$ cat src/rtl/uart_word_rx.sv
// uart_word_rx: UART receiver and 16-bit word assembler for the display path.
//   The 8N1 receiver rebuilds bytes and pairs them (low byte first) into o_word.
//   o_word feeds the 7-segment NUM input. It holds its value until the next
//   complete pair arrives.
//   If a low byte waits more than TIMEOUT_BITS idle bit-times, it is dropped.
//   The next byte is then taken as a new low byte.
// Build option: define UART_WORD_RX_PARITY_EN to receive 8E1 frames (even parity checked).
// Ports:
//   i_clk          system clock, all logic on posedge
//   i_rst_n        asynchronous active-low reset
//   i_rx           serial input, idle high, asynchronous to i_clk
//   o_word[15:0]   last assembled word {high, low}
//   o_word_valid   1-cycle pulse when o_word updates
//   o_byte[7:0]    last received byte
//   o_byte_valid   1-cycle pulse when o_byte updates
//   o_frame_err    1-cycle pulse: bad stop (or parity), byte discarded
//   o_busy         high while the receive FSM is not idle
//
// state   | meaning
// IDLE    | line idle, waiting for a low level on the synchronised input
// START   | confirming the start bit at mid-bit
// DATA    | sampling 8 data bits, LSB first
// PARITY  | sampling the even-parity bit (parity build only)
// STOP    | sampling the stop bit, accepting or rejecting the byte

module uart_word_rx #(
    parameter int CLK_FREQ     = 50_000_000,
    parameter int BAUD         = 115200,
    parameter int TIMEOUT_BITS = 32
) (
    input  logic        i_clk,
    input  logic        i_rst_n,
    input  logic        i_rx,
    output logic [15:0] o_word,
    output logic        o_word_valid,
    output logic [7:0]  o_byte,
    output logic        o_byte_valid,
    output logic        o_frame_err,
    output logic        o_busy
);

    localparam int CPB     = CLK_FREQ / BAUD;
    localparam int HALF    = CPB / 2;
    localparam int TO_TERM = TIMEOUT_BITS * CPB;
    localparam int CW      = $clog2(CPB) + 1;
    localparam int TW      = $clog2(TO_TERM) + 1;
    localparam int BW      = $clog2(8) + 1;

    typedef enum logic [2:0] {
        S_IDLE,
        S_START,
        S_DATA,
`ifdef UART_WORD_RX_PARITY_EN
        S_PARITY,
`endif
        S_STOP
    } state_t;

    state_t          r_state;
    state_t          w_state_nxt;
    logic            r_rx_meta;
    logic            r_rx_s;
    logic            r_armed;
    logic [CW-1:0]   r_clk_cnt;
    logic [BW-1:0]   r_bit_cnt;
    logic [TW-1:0]   r_to_cnt;
    logic [7:0]      r_shift;
    logic [7:0]      r_low;
    logic            r_ptr_high;
    logic            w_cnt_clr;
    logic            w_sample;
    logic            w_stop_ok;
    logic            w_stop_bad;
    logic            w_par_bad;
`ifdef UART_WORD_RX_PARITY_EN
    logic            r_par_err;
    logic            w_par_sample;
    assign w_par_bad = r_par_err;
`else
    assign w_par_bad = 1'b0;
`endif

    assign o_busy = (r_state != S_IDLE);

    always_ff @(posedge i_clk or negedge i_rst_n) begin
        if (!i_rst_n) r_state <= S_IDLE;
        else          r_state <= w_state_nxt;
    end

    always_comb begin
        w_state_nxt = r_state;
        w_cnt_clr   = 1'b0;
        w_sample    = 1'b0;
        w_stop_ok   = 1'b0;
        w_stop_bad  = 1'b0;
`ifdef UART_WORD_RX_PARITY_EN
        w_par_sample = 1'b0;
`endif
        case (r_state)
            S_IDLE: begin
                // r_armed blocks re-entry while a break is still holding the line low
                if (!r_rx_s && r_armed) begin
                    w_state_nxt = S_START;
                    w_cnt_clr   = 1'b1;
                end
            end
            S_START: begin
                if (r_clk_cnt == CW'(HALF - 1)) begin
                    w_cnt_clr   = 1'b1;
                    w_state_nxt = r_rx_s ? S_IDLE : S_DATA;
                end
            end
            S_DATA: begin
                if (r_clk_cnt == CW'(CPB - 1)) begin
                    w_cnt_clr = 1'b1;
                    w_sample  = 1'b1;
                    if (r_bit_cnt == BW'(7)) begin
`ifdef UART_WORD_RX_PARITY_EN
                        w_state_nxt = S_PARITY;
`else
                        w_state_nxt = S_STOP;
`endif
                    end
                end
            end
`ifdef UART_WORD_RX_PARITY_EN
            S_PARITY: begin
                if (r_clk_cnt == CW'(CPB - 1)) begin
                    w_cnt_clr    = 1'b1;
                    w_par_sample = 1'b1;
                    w_state_nxt  = S_STOP;
                end
            end
`endif
            S_STOP: begin
                if (r_clk_cnt == CW'(CPB - 1)) begin
                    w_cnt_clr   = 1'b1;
                    w_state_nxt = S_IDLE;
                    if (r_rx_s && !w_par_bad) w_stop_ok  = 1'b1;
                    else                      w_stop_bad = 1'b1;
                end
            end
            default: w_state_nxt = S_IDLE;
        endcase
    end

    always_ff @(posedge i_clk or negedge i_rst_n) begin
        if (!i_rst_n) begin
            r_rx_meta    <= 1'b1;
            r_rx_s       <= 1'b1;
            r_armed      <= 1'b1;
            r_clk_cnt    <= '0;
            r_bit_cnt    <= '0;
            r_to_cnt     <= '0;
            r_shift      <= '0;
            r_low        <= '0;
            r_ptr_high   <= 1'b0;
            o_word       <= '0;
            o_word_valid <= 1'b0;
            o_byte       <= '0;
            o_byte_valid <= 1'b0;
            o_frame_err  <= 1'b0;
`ifdef UART_WORD_RX_PARITY_EN
            r_par_err    <= 1'b0;
`endif
        end else begin
            r_rx_meta    <= i_rx;
            r_rx_s       <= r_rx_meta;
            o_word_valid <= 1'b0;
            o_byte_valid <= 1'b0;
            o_frame_err  <= 1'b0;

            if (w_cnt_clr)               r_clk_cnt <= '0;
            else if (r_state != S_IDLE)  r_clk_cnt <= r_clk_cnt + 1'b1;

            if (r_state == S_IDLE)       r_bit_cnt <= '0;
            else if (w_sample)           r_bit_cnt <= r_bit_cnt + 1'b1;

            if (w_sample) r_shift <= {r_rx_s, r_shift[7:1]};

`ifdef UART_WORD_RX_PARITY_EN
            if (r_state == S_IDLE)  r_par_err <= 1'b0;
            else if (w_par_sample)  r_par_err <= ^{r_shift, r_rx_s};
`endif

            if (w_stop_bad && !r_rx_s) r_armed <= 1'b0;
            else if (r_rx_s)           r_armed <= 1'b1;

            // Timeout and byte acceptance are exclusive: one needs IDLE, the other STOP
            if (r_ptr_high && r_state == S_IDLE) begin
                if (r_to_cnt == TW'(TO_TERM - 1)) begin
                    r_to_cnt   <= '0;
                    r_ptr_high <= 1'b0;
                end else begin
                    r_to_cnt <= r_to_cnt + 1'b1;
                end
            end else begin
                r_to_cnt <= '0;
            end

            if (w_stop_ok) begin
                o_byte       <= r_shift;
                o_byte_valid <= 1'b1;
                if (r_ptr_high) begin
                    o_word       <= {r_shift, r_low};
                    o_word_valid <= 1'b1;
                    r_ptr_high   <= 1'b0;
                end else begin
                    r_low      <= r_shift;
                    r_ptr_high <= 1'b1;
                end
            end else if (w_stop_bad) begin
                o_frame_err <= 1'b1;
                r_ptr_high  <= 1'b0;
            end
        end
    end

endmodule
$ cat config.mk
export PLATFORM = sky130hd
export DESIGN_NAME = uart_word_rx
export DESIGN_NICKNAME = d
export VERILOG_FILES = /design/src/rtl/uart_word_rx.sv
export SDC_FILE = /design/constraint.sdc
export NUM_CORES = 1
export LEC_CHECK = 0
export ABC_AREA = 1
export CORE_MARGIN = 4
export CORE_UTILIZATION = 48
export CTS_BUF_LIST = sky130_fd_sc_hd__clkbuf_16
export DETAILED_ROUTE_END_ITERATION = 8
export GPL_TIMING_DRIVEN = 0
export PLACE_DENSITY = 0.76
export SKIP_LAST_GASP = 1
export SLEW_MARGIN = 40
export SYNTH_ARGS = -nofsm -noshare
export SYNTH_HDL_FRONTEND = slang
export SYNTH_SLANG_ARGS = --single-unit
export TNS_END_PERCENT = 30
$ cat constraint.sdc
create_clock -name i_clk -period 3.23 [get_ports i_clk]
set_clock_uncertainty 0.05 [all_clocks]
set_input_delay 0.969 -clock i_clk [delete_from_list [all_inputs] [get_ports i_clk]]
set_output_delay 0.969 -clock i_clk [all_outputs]
set_load 0.03 [all_outputs]
**Word-level counts from Yosys, hierarchy flattened**

Index checks and enable logic that the tools add are counted.
Widths: inputs -> output; s select.

- Mux-type cells: 36
- $add $sub $neg: 3
- Bitwise gates (word level): 1
- Equality and inequality tests: 12
- Reduce and logical (&&, ||, !) cells: 16

Operators with widths:

| cell | number |
|---|---|
| $mux 15 | 2 |
| $mux 1 | 22 |
| $mux 10 | 2 |
| $add 15x1->15 const B | 1 |
| $eq 15x14->1 const B | 1 |
| $mux 3 | 5 |
| $pmux 3 s4 | 1 |
| $add 10x1->10 const B | 1 |
| $eq 10x8->1 const B | 1 |
| $eq 10x9->1 const B | 1 |
| $ne 2x2->1 const B | 5 |
| $reduce_bool 3->1 | 3 |
| $mux 4 | 2 |
| $eq 3x2->1 const B | 2 |
| $reduce_and 2->1 | 3 |
| $reduce_bool 2->1 | 3 |
| $reduce_and 5->1 | 1 |
| $add 4x1->4 const B | 1 |
| $eq 4x3->1 const B | 1 |
| $eq 3x1->1 const B | 1 |
| $logic_and 1x1->1 | 3 |
| $logic_not 3->1 | 1 |
| $pmux 1 s3 | 1 |
| $mux 2 | 1 |
| other kinds (3) | 3 |

- Input port bits: 3
- Register bits: 79
- Word-level logic and storage cells: 83
- Output and inout bits: 28

**Longest topological paths before layout**

- Depth in word-level cells: 5
- Depth in mapped cells: 12
- Mapped depth without buffers: 11

**Worst setup path before layout**

No wires, ideal clock.

- Path type: register to output
- Start: register r_state[1]
- End: output o_busy
- Buffers on the path: 0
- Required time: 2,211 ps
- Stages on the path, launching flop included: 3
- Slack: 1,349 ps
- Arrival: 862 ps
- Path through: dfrtp_1 > nor2_2 > inv_1

- Word-level cells in the longest chain between the ends: 1

Ends and longest elaborated chain:

| item | RTL line | RTL |
|---|---|---|
| start, declared | 59 | `state_t r_state;` |
| start signal, assigned | 87 | `else r_state <= w_state_nxt;` |
| $reduce_bool 3->1 | 83 | `assign o_busy = (r_state != S_IDLE);` |
| end, declared | 39 | `output logic o_busy` |

No other way between the ends.

**Worst setup path in the final report**

- Start: register r_state[0]
- End: output o_busy

The elaborated chain is that of the path after synthesis.

==> flow_metrics.tcl <==
set metrics [dict create \
    outcome "complete, no violations" \
    post_cts_buffers 0 \
    r2r_slack_ps 1330 \
    syn_area_um2 3665 \
    grt_pass1_wl_um 13250 \
    dieArea_um2 9097 \
    cts_tree "done" \
    start_kind "register" \
    synth_commonest_cells "nand2_1 (116), dfrtp_1 (75), inv_1 (50), nor2_1 (41), nand4_1 (26)" \
    via_per_inst 5.233 \
    synth_edf_count 0 \
    n_antenna_cell 0 \
    die_h_um 95.38 \
    final_nets 476 \
    irDropWorstVdd_v 0.0002905 \
    place_hpwl_um 5304 \
    syn_inst 426 \
    dieWidth_um 95.38 \
    drtIter0Drc 181 \
    hold_class "register to register" \
    cp-end-kind "primary output" \
    rsz0062_at_grt "no" \
    powerDensity_nw_per_um2 565.6 \
    setup_ws_ps 284.5 \
    vias 2993 \
    clock-sinks 78 \
    worst_pin_slew_ps 632.8 \
    rows 31 \
    synth_seq_cells 78 \
    cp_max_fo 7 \
    setup_viol 0 \
    synth_warnings 0 \
    ys_seq_area_share_pct 53.36 \
    route.detailed.drc 0 \
    grt-ovfl-total 0 \
    routed_wl_um 7586 \
    synth_area_leader_cell "dfrtp_1" \
    slew_violations 0 \
    root_buffer "clkbuf_16" \
    cts_buffers 9 \
    cts.repair.resized 0 \
    cts.path.max_buffers 2 \
    syn_to_final_growth_pct 20.31 \
    wl_per_cell_um 13.26 \
    crit_type "register to primary output" \
    async_flop_share_pct 100.0 \
    relSlewSlack_pct 57.49 \
    min_period_ps 2946 \
    avgSynthCellArea_um2 8.603 \
    yosysUniqueCellTypes 31 \
    finalCritPeriodShare_pct 91.19 \
    path_clk_slew_ps 60 \
    io_buffers 30 \
    grt_usage_pct 18.66 \
    initial_core_util_pct 49.99 \
    critPathRequiredTime_ps 2210 \
    pin_count 31 \
    gp_congestion 0.8363 \
    core_area_um2 7331 \
    p_leak_nw 2.090 \
    cp.arrival_ps 1930 \
    clock_latency_ps 330 \
    antenna_found_initial 0 \
    hold_slack_ps 310.3 \
    ant_nets 0 \
    drt_pass1_iterations 5 \
    post-synth-top-count-cell "nand2_1" \
    layout-drive-gt1-share_pct 10.99 \
    drv_cap 0 \
    synth_top_area_share_pct 51.21 \
    grt_pass1_vias 2913 \
    yosys_most_used_dff "dfrtp_1" \
    ctsHoldBuffers 0 \
    fmax_ghz 0.3395 \
    fin_util_pct 60.15 \
    dp_slack_ps 638.8 \
    synthTopCellsByArea "dfrtp_1 (51%), nand2_1 (12%), inv_1 (5.1%)" \
    hold_violations 0 \
    synth_nets 434 \
    ctsHtreeMaxLevel 3 \
    grt_max_degree 45 \
]
layout by cell type, fill, tap and decap left out, drive strengths merged, types with 5 or more instances in the layout:
master	n
nand4	26
a21oi	5
nor3	14
buf	6
inv	54
nand3	26
nor2	47
ha	5
nand2	121
clkbuf	13
clkdlybuf4s50	29
dfrtp	75
o21ai	34
area by class of cell:
type	instances	area (um^2)
clock buffer	9	225.2
tap	99	123.9
multi-input combinational	288	1464
inverter	52	195.2
buffer	8	50.05
clock inverter	7	73.82
timing repair buffer	31	321.6
sequential	78	1956
fill	618	2922
cell families after synthesis:
group                      count (synthesis)  synth area share [%]
adders and majority gates                  5                 1.707
and+or+nand+nor                          237                 30.25
AOI/OAI and AO/OA                         40                 6.555
DFF                                       78                 53.36
buffers and inverters                     60                 6.692
xor gates and xnor gates                   6                 1.434
registers in the layout, indices dropped and copies added, names as in the netlist:
signal and cells:
o_byte 8, r_clk_cnt 10, o_word 16, r_rx_s 1, r_to_cnt 15, o_byte_valid 1
o_word_valid 1, r_armed 1, r_low 8, r_ptr_high 1, r_bit_cnt 4, r_state 2
o_frame_err 1, r_rx_meta 1, r_shift 8
per-layer routing:
layer	part of all wire [%]	GRT usage (%)	wire [um]	up-vias
li1	-	-	-	1465
met1	46	25.32	3503	1430
met2	48	29.27	3606	87
met4	1.8	8.175	139	0
met3	4.4	3.473	337	11
met5	0	0	0	-
final timing paths:
path | startpoint | endpoint | cells after the start
worst max-delay path | r_state[0]$_DFFE_PN0P_ | o_busy | 3
worst min-delay path | r_rx_meta$_DFF_PN1_ | r_rx_s$_DFF_PN1_ | 0
worst max register to register | r_to_cnt[0]$_DFF_PN0_ | r_to_cnt[5]$_DFF_PN0_ | 6
worst min register to register | r_rx_meta$_DFF_PN1_ | r_rx_s$_DFF_PN1_ | 0
max in group asynchronous | i_rst_n | o_word[9]$_DFFE_PN0P_ | 2
min in group asynchronous | i_rst_n | r_to_cnt[4]$_DFF_PN0_ | 1
stage by stage:
step,setup TNS (ps),power (mW),area (um^2),std cells
after floorplan,0,1.398,3665,426
after global placement,-115900,1.484,4089,555
after detailed placement,0,1.508,4110,556
after CTS,0,2.515,4409,572
after global routing,0,2.629,4409,572
final,0,2.494,4409,572
report_power, final:
group          internal [mW]  total (mW)  switching, mW
clock network          0.599        1.00          0.401
registers               1.04        1.11         0.0737
logic                  0.119       0.382          0.262
critical path: stages, from the launching register on:
cell	delay, ps
dfrtp_1	440
nor2_2	290
inv_1	230
clkdlybuf4s50_1	640
No activity file was read; power rests on OpenSTA's default activity.
